## src/rtl/gfx_mem_arbiter_if.sv

```systemverilog
// Request-path bundle shared by the graphics engines and the DDR controller FIFOs:
// one address FIFO (af) write port and one write-data FIFO (wdf) write port.
interface gfx_mem_arbiter_if #(
    parameter int ADDR_W = 31,
    parameter int DATA_W = 128,
    parameter int MASK_W = 16
);
    logic [ADDR_W-1:0] af_addr_din;
    logic              af_wr_en;
    logic [DATA_W-1:0] wdf_din;
    logic [MASK_W-1:0] wdf_mask_din;
    logic              wdf_wr_en;
    logic              af_full;
    logic              wdf_full;

    modport master (
        output af_addr_din, af_wr_en, wdf_din, wdf_mask_din, wdf_wr_en,
        input  af_full, wdf_full
    );

    modport slave (
        input  af_addr_din, af_wr_en, wdf_din, wdf_mask_din, wdf_wr_en,
        output af_full, wdf_full
    );
endinterface

```

## src/rtl/gfx_mem_arbiter.sv

```systemverilog
// Round-robin arbiter granting whole write transactions (1 af entry + BEATS wdf beats)
// to two engines. Optional completion counters are enabled by GFX_ARB_PERF_CNT_EN.
module gfx_mem_arbiter #(
    parameter int ADDR_W = 31,
    parameter int DATA_W = 128,
    parameter int MASK_W = 16,
    parameter int BEATS  = 2
) (
    input  logic                clk,
    input  logic                rst,
    gfx_mem_arbiter_if.slave    r0,
    gfx_mem_arbiter_if.slave    r1,
    gfx_mem_arbiter_if.master   mem,
    output logic [31:0]         grant_cnt0,
    output logic [31:0]         grant_cnt1
);
    localparam int CNT_W = $clog2(BEATS + 1);
    localparam logic [CNT_W-1:0] BEATS_C = CNT_W'(BEATS);

    typedef enum logic [1:0] {IDLE, GRANT0, GRANT1} state_t;

    state_t            state, state_next;
    logic              lg, lg_next;
    logic              af_cnt, af_cnt_next;
    logic [CNT_W-1:0]  wdf_cnt, wdf_cnt_next;

    logic              req0, req1;
    logic [ADDR_W-1:0] sel_addr;
    logic              sel_af_wr_en;
    logic [DATA_W-1:0] sel_data;
    logic [MASK_W-1:0] sel_mask;
    logic              sel_wdf_wr_en;
    logic              gated_af_full, gated_wdf_full;
    logic              af_acc, wdf_acc;
    logic [CNT_W-1:0]  wdf_total;
    logic              done;
    logic              own_pending;
    logic              other_req;

    assign req0 = r0.af_wr_en | r0.wdf_wr_en;
    assign req1 = r1.af_wr_en | r1.wdf_wr_en;

    // Datapath mux: the granted engine sees the controller's full flags plus its quota limit.
    always_comb begin
        sel_addr      = '0;
        sel_af_wr_en  = 1'b0;
        sel_data      = '0;
        sel_mask      = '0;
        sel_wdf_wr_en = 1'b0;
        case (state)
            GRANT0: begin
                sel_addr      = r0.af_addr_din;
                sel_af_wr_en  = r0.af_wr_en;
                sel_data      = r0.wdf_din;
                sel_mask      = r0.wdf_mask_din;
                sel_wdf_wr_en = r0.wdf_wr_en;
            end
            GRANT1: begin
                sel_addr      = r1.af_addr_din;
                sel_af_wr_en  = r1.af_wr_en;
                sel_data      = r1.wdf_din;
                sel_mask      = r1.wdf_mask_din;
                sel_wdf_wr_en = r1.wdf_wr_en;
            end
            default: ;
        endcase

        gated_af_full  = mem.af_full | af_cnt;
        gated_wdf_full = mem.wdf_full | (wdf_cnt == BEATS_C);
        af_acc         = sel_af_wr_en & ~gated_af_full;
        wdf_acc        = sel_wdf_wr_en & ~gated_wdf_full;

        mem.af_addr_din  = sel_addr;
        mem.af_wr_en     = af_acc;
        mem.wdf_din      = sel_data;
        mem.wdf_mask_din = sel_mask;
        mem.wdf_wr_en    = wdf_acc;

        r0.af_full  = (state == GRANT0) ? gated_af_full  : 1'b1;
        r0.wdf_full = (state == GRANT0) ? gated_wdf_full : 1'b1;
        r1.af_full  = (state == GRANT1) ? gated_af_full  : 1'b1;
        r1.wdf_full = (state == GRANT1) ? gated_wdf_full : 1'b1;
    end

    // Completion counts this cycle's accepts; an accepted write is consumed, so only
    // a write still being held back counts as the owner wanting another transaction.
    always_comb begin
        state_next   = state;
        lg_next      = lg;
        wdf_total    = wdf_cnt + CNT_W'(wdf_acc);
        af_cnt_next  = af_cnt | af_acc;
        wdf_cnt_next = wdf_total;
        done         = (state != IDLE) && (af_cnt | af_acc) && (wdf_total == BEATS_C);
        own_pending  = (sel_af_wr_en & ~af_acc) | (sel_wdf_wr_en & ~wdf_acc);
        other_req    = (state == GRANT0) ? req1 : req0;

        case (state)
            IDLE: begin
                if (req0 && (!req1 || lg))
                    state_next = GRANT0;
                else if (req1)
                    state_next = GRANT1;
            end
            default: begin
                if (done) begin
                    af_cnt_next  = 1'b0;
                    wdf_cnt_next = '0;
                    lg_next      = (state == GRANT1);
                    if (other_req)
                        state_next = (state == GRANT0) ? GRANT1 : GRANT0;
                    else if (!own_pending)
                        state_next = IDLE;
                end
            end
        endcase
    end

    always_ff @(posedge clk or posedge rst) begin
        if (rst) begin
            state   <= IDLE;
            lg      <= 1'b1;
            af_cnt  <= 1'b0;
            wdf_cnt <= '0;
        end else begin
            state   <= state_next;
            lg      <= lg_next;
            af_cnt  <= af_cnt_next;
            wdf_cnt <= wdf_cnt_next;
        end
    end

`ifdef GFX_ARB_PERF_CNT_EN
    always_ff @(posedge clk or posedge rst) begin
        if (rst) begin
            grant_cnt0 <= '0;
            grant_cnt1 <= '0;
        end else if (done) begin
            if (state == GRANT1)
                grant_cnt1 <= grant_cnt1 + 32'd1;
            else
                grant_cnt0 <= grant_cnt0 + 32'd1;
        end
    end
`else
    assign grant_cnt0 = '0;
    assign grant_cnt1 = '0;
`endif

endmodule
```

## src/flat_wrapper.sv

```systemverilog
// flat-port wrapper written by rule: the top's interface ports become plain ports
module gfx_mem_arbiter_flat 
#(
    parameter int ADDR_W = 31,
    parameter int DATA_W = 128,
    parameter int MASK_W = 16,
    parameter int BEATS  = 2
)
  (clk, rst, grant_cnt0, grant_cnt1, r0_af_addr_din, r0_af_wr_en, r0_wdf_din, r0_wdf_mask_din, r0_wdf_wr_en, r0_af_full, r0_wdf_full, r1_af_addr_din, r1_af_wr_en, r1_wdf_din, r1_wdf_mask_din, r1_wdf_wr_en, r1_af_full, r1_wdf_full, mem_af_addr_din, mem_af_wr_en, mem_wdf_din, mem_wdf_mask_din, mem_wdf_wr_en, mem_af_full, mem_wdf_full);
  gfx_mem_arbiter_if #(.ADDR_W(ADDR_W), .DATA_W(DATA_W), .MASK_W(MASK_W)) r0_i ();
  gfx_mem_arbiter_if #(.ADDR_W(ADDR_W), .DATA_W(DATA_W), .MASK_W(MASK_W)) r1_i ();
  gfx_mem_arbiter_if #(.ADDR_W(ADDR_W), .DATA_W(DATA_W), .MASK_W(MASK_W)) mem_i ();
  input  logic clk;
  input  logic rst;
  output logic [31:0] grant_cnt0;
  output logic [31:0] grant_cnt1;
  input wire logic [$bits(r0_i.af_addr_din)-1:0] r0_af_addr_din;
  input wire logic [$bits(r0_i.af_wr_en)-1:0] r0_af_wr_en;
  input wire logic [$bits(r0_i.wdf_din)-1:0] r0_wdf_din;
  input wire logic [$bits(r0_i.wdf_mask_din)-1:0] r0_wdf_mask_din;
  input wire logic [$bits(r0_i.wdf_wr_en)-1:0] r0_wdf_wr_en;
  output wire logic [$bits(r0_i.af_full)-1:0] r0_af_full;
  output wire logic [$bits(r0_i.wdf_full)-1:0] r0_wdf_full;
  input wire logic [$bits(r1_i.af_addr_din)-1:0] r1_af_addr_din;
  input wire logic [$bits(r1_i.af_wr_en)-1:0] r1_af_wr_en;
  input wire logic [$bits(r1_i.wdf_din)-1:0] r1_wdf_din;
  input wire logic [$bits(r1_i.wdf_mask_din)-1:0] r1_wdf_mask_din;
  input wire logic [$bits(r1_i.wdf_wr_en)-1:0] r1_wdf_wr_en;
  output wire logic [$bits(r1_i.af_full)-1:0] r1_af_full;
  output wire logic [$bits(r1_i.wdf_full)-1:0] r1_wdf_full;
  output wire logic [$bits(mem_i.af_addr_din)-1:0] mem_af_addr_din;
  output wire logic [$bits(mem_i.af_wr_en)-1:0] mem_af_wr_en;
  output wire logic [$bits(mem_i.wdf_din)-1:0] mem_wdf_din;
  output wire logic [$bits(mem_i.wdf_mask_din)-1:0] mem_wdf_mask_din;
  output wire logic [$bits(mem_i.wdf_wr_en)-1:0] mem_wdf_wr_en;
  input wire logic [$bits(mem_i.af_full)-1:0] mem_af_full;
  input wire logic [$bits(mem_i.wdf_full)-1:0] mem_wdf_full;
  assign r0_i.af_addr_din = r0_af_addr_din;
  assign r0_i.af_wr_en = r0_af_wr_en;
  assign r0_i.wdf_din = r0_wdf_din;
  assign r0_i.wdf_mask_din = r0_wdf_mask_din;
  assign r0_i.wdf_wr_en = r0_wdf_wr_en;
  assign r0_af_full = r0_i.af_full;
  assign r0_wdf_full = r0_i.wdf_full;
  assign r1_i.af_addr_din = r1_af_addr_din;
  assign r1_i.af_wr_en = r1_af_wr_en;
  assign r1_i.wdf_din = r1_wdf_din;
  assign r1_i.wdf_mask_din = r1_wdf_mask_din;
  assign r1_i.wdf_wr_en = r1_wdf_wr_en;
  assign r1_af_full = r1_i.af_full;
  assign r1_wdf_full = r1_i.wdf_full;
  assign mem_af_addr_din = mem_i.af_addr_din;
  assign mem_af_wr_en = mem_i.af_wr_en;
  assign mem_wdf_din = mem_i.wdf_din;
  assign mem_wdf_mask_din = mem_i.wdf_mask_din;
  assign mem_wdf_wr_en = mem_i.wdf_wr_en;
  assign mem_i.af_full = mem_af_full;
  assign mem_i.wdf_full = mem_wdf_full;
  gfx_mem_arbiter #(.ADDR_W(ADDR_W), .DATA_W(DATA_W), .MASK_W(MASK_W), .BEATS(BEATS)) u_core (.clk(clk), .rst(rst), .r0(r0_i), .r1(r1_i), .mem(mem_i), .grant_cnt0(grant_cnt0), .grant_cnt1(grant_cnt1));
endmodule
```

## config.mk

```make
export PLATFORM = sky130hd
export DESIGN_NAME = gfx_mem_arbiter_flat
export DESIGN_NICKNAME = d
export VERILOG_FILES = /design/src/rtl/gfx_mem_arbiter_if.sv /design/src/rtl/gfx_mem_arbiter.sv /design/src/flat_wrapper.sv
export SDC_FILE = /design/constraint.sdc
export NUM_CORES = 1
export LEC_CHECK = 0
export ABC_AREA = 1
export BUFFER_PORTS_ARGS = -buffer_cell sky130_fd_sc_hd__buf_2
export CORE_AREA = 3 3 233 235
export DETAILED_ROUTE_END_ITERATION = 10
export DIE_AREA = 0 0 236 238
export PLACE_DENSITY = 0.38
export SLEW_MARGIN = 0
export SYNTH_ARGS = -nofsm -noshare
export SYNTH_HDL_FRONTEND = slang
export SYNTH_SLANG_ARGS = --single-unit
```

## constraint.sdc

```tcl
create_clock -name clk -period 2.11 [get_ports clk]
set_input_delay 0.211 -clock clk [delete_from_list [all_inputs] [get_ports clk]]
set_output_delay 0.211 -clock clk [all_outputs]
set_load 0.03 [all_outputs]
```

* After elaboration in Yosys (flattened, before gate mapping)
Index checks and enable logic that the tools add are counted.
** Cells by class
- Equal/unequal tests :: 6
- Reductions and logical operators :: 10
- Multiplexer cells :: 21
- Bitwise logic cells :: 15
- Add/sub/neg operators :: 1
** Operator list (number)
- $pmux W128 S2 :: 1
- $pmux W31 S2 :: 1
- $pmux W16 S2 :: 1
- $mux W2 :: 9
- $mux W1 :: 7
- $eq A2 B2 Y1 const B :: 3
- $or A1 B1 Y1 :: 6
- $not A1 Y1 :: 5
- $and A1 B1 Y1 :: 4
- $pmux W1 S2 :: 2
- $reduce_bool A2 Y1 :: 2
- $logic_and A1 B1 Y1 :: 3
- $ne A3 B1 Y1 const B :: 1
- $ne A3 B3 Y1 const B :: 1
- $reduce_and A3 Y1 :: 1
- $add A2 B1 Y2 :: 1
- $eq A2 B1 Y1 const B :: 1
- $logic_not A2 Y1 :: 1
- $reduce_and A2 Y1 :: 1
- $logic_not A1 Y1 :: 1
- $logic_or A1 B1 Y1 :: 1
** Storage, ports and cells
- Output and inout bits :: 245
- Logic and storage cells :: 57
- Input port bits :: 358
- Register bits :: 6

* Longest topological paths before layout
Gate-level depths: netlist of the first run.
- Depth in word-level cells :: 11
- Gate-level depth with buffers :: 15
- Depth with buffers taken out :: 14

* Worst setup path before layout of the first run
No wires, ideal clock.
- Path type :: register -> register
- From :: register u_core.state[1]
- To :: register u_core.state[1]
- Arrival time :: 2324 ps
- Setup time :: 117 ps
- Stages on the path, launching flop included :: 16
- Data required time :: 1993 ps
- Period minus slack after synthesis :: 2442 ps
- Path buffers :: 1
- Path slack :: -332 ps
- Path through :: dfrtp_1 > inv_1 > ha_1 > buf_4 > nand2_1 > nand2_1 > nand2_1 > nor2_1 > ha_1 > or2_4 > nor2_4 > nand2_4 > nand2_4 > nand3_2 > nand2_1 > nand2_1
** Between the ends
- Cells in the longest elaborated chain, start to end :: 8
- Elaborated cells on any way between the ends :: 27
- Classes of those cells :: add/sub (1); eq/ne (5); mux (7); bitwise (8); reduce/logical (6)
** Ends and longest elaborated chain
- start, declared :: RTL line gfx_mem_arbiter.sv:22 : state_t state, state_next;
- start signal, assigned :: RTL line gfx_mem_arbiter.sv:125 : state <= state_next;
- $eq A2 B2 Y1 / $eq A2 B1 Y1 (equally long branches) :: RTL line gfx_mem_arbiter.sv:50 : case (state)
- $pmux W1 S2 (*) :: RTL line gfx_mem_arbiter.sv:50
- $and A1 B1 Y1 (*) :: RTL line gfx_mem_arbiter.sv:71 : wdf_acc = sel_wdf_wr_en & ~gated_wdf_full;
- via mem_wdf_wr_en :: RTL line flat_wrapper.sv:35 : output wire logic [$bits(mem_i.wdf_wr_en)-1:0] mem_wdf_wr_en;
- $add A2 B1 Y2 / $not A1 Y1 (equally long branches) :: RTL line gfx_mem_arbiter.sv:90, gfx_mem_arbiter.sv:94
- $eq A2 B2 Y1 / $and A1 B1 Y1 (equally long branches) :: RTL line gfx_mem_arbiter.sv:93, gfx_mem_arbiter.sv:94
- $logic_and A1 B1 Y1 / $or A1 B1 Y1 (equally long branches) :: RTL line gfx_mem_arbiter.sv:93, gfx_mem_arbiter.sv:94
- $reduce_bool A2 Y1 (no line) / $ne A3 B3 Y1 (equally long branches)
- $reduce_and A3 Y1 (no line) (*)
Mark *: on every way through the listed nets, which the timed path passes. The rest lies on a longest branch. The select of a mux whose other input is x is not followed.
A chain may end at the register's enable or synchronous reset.

* Worst setup path after layout of the first run
- From :: register u_core.state[0]
- To :: register u_core.state[1]
** Between the ends
- Cells in the longest elaborated chain, start to end :: 8
- Elaborated cells on any way between the ends :: 27
- Classes of those cells :: add/sub (1); eq/ne (5); mux (7); bitwise (8); reduce/logical (6)
** Ends and longest elaborated chain
- $eq A2 B2 Y1 / $eq A2 B1 Y1 (equally long branches) :: RTL line gfx_mem_arbiter.sv:50, gfx_mem_arbiter.sv:95, gfx_mem_arbiter.sv:110
- $pmux W1 S2 :: RTL line gfx_mem_arbiter.sv:50
- $and A1 B1 Y1 (on tied branches) :: RTL line gfx_mem_arbiter.sv:71, gfx_mem_arbiter.sv:70
- $add A2 B1 Y2, or another cell as far along :: RTL line gfx_mem_arbiter.sv:90 : wdf_total = wdf_cnt + CNT_W'(wdf_acc);
- $eq A2 B2 Y1, or another cell as far along :: RTL line gfx_mem_arbiter.sv:93 : done = (state != IDLE) && (af_cnt | af_acc) && (wdf_total == BEATS_C);
- $logic_and A1 B1 Y1 / $or A1 B1 Y1 (equally long branches) :: RTL line gfx_mem_arbiter.sv:93, gfx_mem_arbiter.sv:94
- $reduce_bool A2 Y1 (no line) / $ne A3 B3 Y1 (equally long branches)
- $reduce_and A3 Y1 (no line)
Parallel ways exist; a longest one is shown, timed or not. The select of a mux whose other input is x is not followed.

==> reports/qor.yml, run 1 <==
firstDrtPassIters: 5
slew_violations: 0
slowest_delay_ns: 0.39
r2r_cells: 15
power_mw: 12.0
grt_usage: 0.0868
layout_commonest_cell: "buf_2"
wl_per_cell_um: 14.7
period_minus_slack_ns: 2.07
grt_pass1_wl_um: 37800
cp_max_fo: 4
max-cap-violations: 0
core_area_mm2: 0.0524
drive_above_1_share: 0.506
crit_arrival_ns: 2.19
clock-sinks: 6
clockBufferDepth: 2
min_path_cells: 4
path_common_cell: "nand2_4"
synth_area_mm2: 0.00349
first_global_vias: 6310
synthArstFlopShare: 1.00
gp_congestion: 0.914
areaGrowthSynthToFinish_pct: 124
power_density_mw_per_mm2: 1530
synth_area_leaders: "nand2_1, a21oi_1, buf_4"
synth_cell_types: 25
setup_viol: 0
grt_max_degree: 49
dp_hpwl_um: 20200
cts-root-buf: "clkbuf_16"
worst_slack_ns: 0.0384
regToRegStartpoint: "u_core.state[0]$_DFFE_PP0P_"
min_to: "u_core.af_cnt$_DFF_PP0_"
fp.dieW_um: 236
startpoint_type: "flop"
final_nets: 1631
drt-initial-drc-count: 219
path_clk_slew_ns: 0.04
status: "complete, no violations"
p_leak_nw: 4.00
vias: 6722
hold_viol_final: 0
drcViolationCount: 0
required_ns: 2.23
crit_buf_inv: 2
wirelength_um: 28800
final_cell_mix: "buf_2, nand2_1, a21oi_1, buf_4, conb_1"
fin_crit_sh: 0.982
rr_endpoint: "u_core.state[1]$_DFFE_PP0P_"
rsz0062_at_grt: "yes"
die_y_um: 238
max_freq_mhz: 483
critical_path_class: "flop to flop"
pre_cts_ws_ns: 0.0268
antenna_found_initial: 5
routed_via_density: 3.43
r2r_slack_ns: 0.04
ys_seq_elements: 6
initial_core_util: 0.0665
worstSetupEndpointType: "flop"
syn-instance-count: 722
slowest_stage: "dfrtp_1"
cts_buffers: 3
ys_seq_area_frac: 0.0434
netlist.top_cell.by_area: "nand2_1"
buffer_ports.inserted: 538
cts_tree: "built"
cp.depth: 15
avgSynthCellArea_um2: 4.83
grt_overflow_total: 0
yosysWarnings: 0
clk_latency_ns: 0.23
clock_skew_ns: 0.00335
hold_start: "mem_af_full"
dieArea_mm2: 0.0562
num_rows: 84
worstPathCellList: "inv_2 > ha_4 > buf_12 > nand2_4 > nand2_4 > nand2_4 > nor2_4 > ha_4 > or2_4 > nor2_4 > nand2_4 > nand2_4 > nand3_2 > nand2_1 > nand2_1"
synth_ff_type: "dfrtp_1"
hp-class: "input pin to flop"
ios: 603
ant_nets: 0
synth_edf_count: 0
cpLargestDelayFamily: "simple AND/OR/NAND/NOR gates"
ctsHtreeMaxLevel: 1
ir_worst_vdd_v: 0.000731
netlist.area_leader.share: 0.402
metrics by stage:
stage	std cells	setup TNS [ns]	area, µm²	utilization	hold slack, ns
2_1_floorplan	785	-0.0405	3750	-	0.00123
3_3_place_gp	1928	0	6940	0.132	0.168
3_5_place_dp	1928	0	6940	0.132	0.179
4_1_cts	1949	0	7540	0.144	0.339
5_1_grt	1956	-0.225	7800	0.149	0.364
6_report	1957	0	7800	0.149	0.333
report_power, final:
group | switching, mW | total (mW) | internal, mW
logic | 7.51 | 11.4 | 3.92
clock network | 0.0709 | 0.322 | 0.251
registers | 0.0449 | 0.220 | 0.175
final cells by class:
| type | count | area [µm²] |
|---|---|---|
| Antenna cell | 1 | 2.50 |
| Clock buffer | 4 | 78.8 |
| Fill cell | 6156 | 44600 |
| Inverter | 12 | 61.3 |
| Multi-Input combinational cell | 644 | 2890 |
| Sequential cell | 6 | 151 |
| Tap cell | 688 | 861 |
| Timing Repair Buffer | 602 | 3750 |
worst register-to-register path, delay by kind of cell, from the launching register on:
family	cells	cell delay, ns
flip-flops	1	0.39
buffers and inverters	2	0.25
AND/OR/NAND/NOR	11	0.94
adder cells (fa/ha/maj)	2	0.38
Yosys cell counts (all sizes together) (2+ instances only):
cell type and instances:
ha 4, nand3 6, a21oi 178, dfrtp 5
nor2 6, buf 112, inv 12, nand2 379
o21ai 2, clkbuf 11, nand4 2
what timing repair did:
item,in CTS,in global routing
setup endpoints to repair,161,143
gates resized for setup,43,87
cloned,9,5
hold endpoints to repair,5,0
pin swaps,1,5
buffers inserted,7,4
hold buffers,1,0
registers in the layout, summed over array words and instances (netlist names):
signal,count
u_core.state,2
u_core.af_cnt,1
u_core.lg,1
u_core.wdf_cnt,2
layer usage:
metal  up-vias  track usage  part of all wire
met3        12       0.0114             0.077
li1       3270            -                 -
met2       407        0.169              0.52
met5         -            0           0.00045
met1      3031        0.102              0.39
met4         2       0.0149             0.011
kinds of logic (layout without fill, tap and decap cells):
family,after synthesis,in the layout,share of synthesized area
AO/OA/AOI/OAI,180,180,0.258
adder cells (fa/ha/maj),4,4,0.0143
buffers and inverters,135,618,0.235
XOR/XNOR,1,1,0.00251
AND/OR/NAND/NOR,395,395,0.445
other,1,65,0.00108
flip-flops,6,6,0.0434
how the worst max path moves through the flow:
stage / start / to / slack (ns)
finish: u_core.state[0]$_DFFE_PP0P_ / u_core.state[1]$_DFFE_PP0P_ / 0.04
detailed placement: u_core.state[1]$_DFFE_PP0P_ / mem_wdf_din[34] / 0.03
global route: u_core.state[0]$_DFFE_PP0P_ / u_core.state[0]$_DFFE_PP0P_ / -0.08
global placement: u_core.state[1]$_DFFE_PP0P_ / mem_wdf_din[34] / 0.05
CTS: u_core.state[0]$_DFFE_PP0P_ / mem_wdf_mask_din[8] / 0.03
floorplan: u_core.state[1]$_DFFE_PP0P_ / u_core.state[1]$_DFFE_PP0P_ / -0.02
Note: power is estimated with default switching activity, not from simulation.
==> run 2, diff against run 1 <==
--- a/config.mk
+++ b/config.mk
@@ -5,11 +5,11 @@
 export SDC_FILE = /design/constraint.sdc
 export NUM_CORES = 1
 export LEC_CHECK = 0
-export ABC_AREA = 1
+export ABC_CLOCK_PERIOD_IN_PS = 2200
 export BUFFER_PORTS_ARGS = -buffer_cell sky130_fd_sc_hd__buf_2
-export CORE_AREA = 3 3 233 235
+export CORE_AREA = 3 3 232 234
 export DETAILED_ROUTE_END_ITERATION = 10
-export DIE_AREA = 0 0 236 238
+export DIE_AREA = 0 0 235 237
 export PLACE_DENSITY = 0.38
 export SLEW_MARGIN = 0
 export SYNTH_ARGS = -nofsm -noshare
==> constraint.sdc (replaced) <==
create_clock -name clk -period 2.2 [get_ports clk]
set_input_delay 0.22 -clock clk [delete_from_list [all_inputs] [get_ports clk]]
set_output_delay 0.22 -clock clk [all_outputs]
set_load 0.03 [all_outputs]
==> reports/qor.yml, run 2 <==
status: "finished, violations left"
violations: "setup timing"
dieArea_mm2: 0.0557  # -0.84%
top_regs: "u_core.state x2, u_core.wdf_cnt x2"
power_frac_clock: 0.021  # -0.006
hp-class: "input pin to flop"
synth_cell_types: 31  # +24%
drt-initial-drc-count: 270  # +23%
internal_power_mw: 6.40  # +47%
synthArstFlopShare: 1.00  # unchanged
pwr-share-seq: 0.016  # -0.002
crit_buf_inv: 5  # +3
cp_max_fo: 16  # +12
p_sw_mw: 8.30  # +8.9%
rsz0062_at_grt: "yes"
buffer_ports.inserted: 538  # unchanged
max_freq_mhz: 452
fin_crit_sh: 1.01
grt_max_degree: 40  # -18%
final_cell_mix: "buf_2, a22oi_1, nor2b_1, conb_1, buf_4"
startpoint_type: "flop"
core_area_mm2: 0.0522  # -0.40%
netlist.area_leader.share: 0.363  # -0.0392
cpLargestDelayFamily: "buffers and inverters"
slowest_delay_ns: 0.41  # +0.02 ns
ctsHtreeMaxLevel: 1  # unchanged
hold_slack_ns: 0.426  # +0.0932 ns
initial_core_util: 0.0692  # +0.00273
synth_ff_type: "dfrtp_1"
p_leak_nw: 3.89  # -2.7%
fin_setup_tns_ns: -0.0146  # -0.0146 ns
ant_nets: 0  # unchanged
required_ns: 1.98  # -0.25 ns
ios: 603  # unchanged
period_minus_slack_ns: 2.21
cts_tree: "built"
cts_buffers: 3  # unchanged
drcViolationCount: 0  # unchanged
yosysWarnings: 0  # unchanged
worst_slack_ns: -0.0146  # -0.0530 ns
wirelength_um: 27200  # -5.7%
syn-instance-count: 528  # -27%
ys_seq_area_frac: 0.0419  # -0.00155
areaGrowthSynthToFinish_pct: 121
die_y_um: 237  # -0.42%
clock_skew_ns: 0.00104  # -0.00230 ns
netlist_top_cells_count: "a22oi_1, nor2b_1, buf_4, clkbuf_1, buf_2"
hold_viol_final: 0  # unchanged
clock-sinks: 6  # unchanged
power_density_mw_per_mm2: 1840  # +20%
grt_usage: 0.0841  # -0.00271
slew_violations: 0  # unchanged
crit_arrival_ns: 1.99  # -0.20 ns
final_nets: 1420  # -13%
critical_path_class: "flop to primary output"
routed_via_density: 3.48  # +1.2%
clockBufferDepth: 2  # unchanged
vias: 6074  # -9.6%
layout_commonest_cell: "buf_2"
max-cap-violations: 0  # unchanged
num_rows: 84  # unchanged
wl_per_cell_um: 15.6  # +5.7%
fp.dieW_um: 235  # -0.42%
synth_edf_count: 0  # unchanged
netlist.top_cell.by_area: "a22oi_1"
synth_area_mm2: 0.00362  # +3.7%
antenna_found_initial: 6  # +1
avgSynthCellArea_um2: 6.85  # +42%
ir_worst_vdd_v: 0.000921  # +26%
slowest_stage: "dfrtp_1"
grt_pass1_wl_um: 36100  # -4.5%
grt_overflow_total: 0  # unchanged
dp_hpwl_um: 18600  # -8.0%
drive_above_1_share: 0.590  # +0.0848
p_comb_frac: 0.963  # +0.008
path_clk_slew_ns: 0.04  # about the same
fin_util: 0.153  # +0.00460
ys_seq_elements: 6  # unchanged
firstDrtPassIters: 4  # -1
first_global_vias: 5798  # -8.1%
setup_viol: 1  # +1
swShare: 0.564  # -0.0725
synth_area_leaders: "a22oi_1, nor2b_1, buf_4"
gp_congestion: 0.870  # -4.9%
worstPathCellList: "inv_2 > ha_4 > buf_8 > buf_16 > clkbuf_16 > a22oi_1 > nor2b_1 > buf_2"
cts-root-buf: "clkbuf_16"
clk_latency_ns: 0.23  # about the same
worstSetupEndpointType: "primary output"
-- run 2: cell count changes in the layout (fill, tap and decap cells not counted), moves of 5 or more --
cell	delta
nand2_1	-364
nor2b_4	+6
nor2b_2	+6
buf_4	-13
nand2_4	-5
a22oi_2	+8
a22oi_1	+167
inv_1	-5
a21oi_2	-13
buf_6	-7
a21oi_1	-161
nor2b_1	+164
-- run 2: worst paths after layout --
check / startpoint / to / slack (ns) / cells after the start
worst min-delay path: mem_af_full / u_core.af_cnt$_DFF_PP0_ / 0.43 / 4
worst min register to register: u_core.wdf_cnt[0]$_DFF_PP0_ / u_core.wdf_cnt[0]$_DFF_PP0_ / 0.59 / 1
max in group asynchronous: rst / u_core.lg$_DFFE_PP1P_ / 1.46 / 3
min in group asynchronous: rst / u_core.state[1]$_DFFE_PP0P_ / 0.47 / 3
worst max-delay path: u_core.state[1]$_DFFE_PP0P_ / mem_wdf_din[60] / -0.01 / 8
worst max register to register: u_core.state[0]$_DFFE_PP0P_ / u_core.state[0]$_DFFE_PP0P_ / 0.04 / 10
-- run 2: cells by family after synthesis --
group	after synthesis	synth area share
xor+xnor	1	0.00242
mux	1	0.00311
compound gates	191	0.401
fa+ha+maj	4	0.0138
flops	6	0.0419
buf+inv	131	0.211
other cells	1	0.00104
simple gates	193	0.326
-- run 2: layout make-up --
class | instances | area (µm²)
Antenna cell | 2 | 5.00
Inverter | 6 | 22.5
Timing Repair Buffer | 587 | 3770
Fill cell | 5938 | 44200
Sequential cell | 6 | 151
Clock buffer | 4 | 78.8
Multi-Input combinational cell | 454 | 3130
Tap cell | 688 | 861
-- run 2: metal layers --
metal  GRT usage  part of all wire  wire [µm]  vias up
li1            -                 -          -     2855
met1      0.0974              0.39      10600     2815
met2       0.163              0.53      14400      372
met3      0.0123             0.064       1730       28
met4      0.0169             0.018        488        4
met5           0           0.00096         26        -
-- run 2: repair_timing --
item	in CTS	in global routing
setup endpoints to repair	142	135
gates cloned	9	6
hold buffers	1	0
pin swaps	1	1
hold endpoints to repair	5	0
buffers inserted	5	4
resized for setup	47	74
-- run 2: worst register-to-register path, delay by kind of cell (launching register included) --
kind	cells	cell delay, ns
buffers and inverters	1	0.14
AND/OR/NAND/NOR	3	0.53
flip-flops	1	0.41
XOR/XNOR	1	0.13
adder cells (fa/ha/maj)	2	0.32
AO/OA/AOI/OAI	3	0.51
-- run 2: metrics by stage --
stage	power (mW)	setup WS [ns]	cells	instance area, µm²
after floorplan	8.11	-0.0323	591	3900
after global placement	11.6	-0.0493	1716	7070
after detailed placement	11.6	-0.0241	1716	7070
after CTS	13.8	-0.00458	1735	7650
after global routing	15.6	-0.0945	1745	8010
final	14.7	-0.0146	1747	8010
-- run 2: power groups by stage --
stage / Combinational [mW] / Sequential (mW) / Clock (mW)
after floorplan: 7.90 / 0.213 / 0
after global placement: 11.4 / 0.231 / 0
after detailed placement: 11.3 / 0.231 / 0
after CTS: 13.3 / 0.227 / 0.313
after global routing: 15.1 / 0.242 / 0.317
final: 14.2 / 0.236 / 0.310
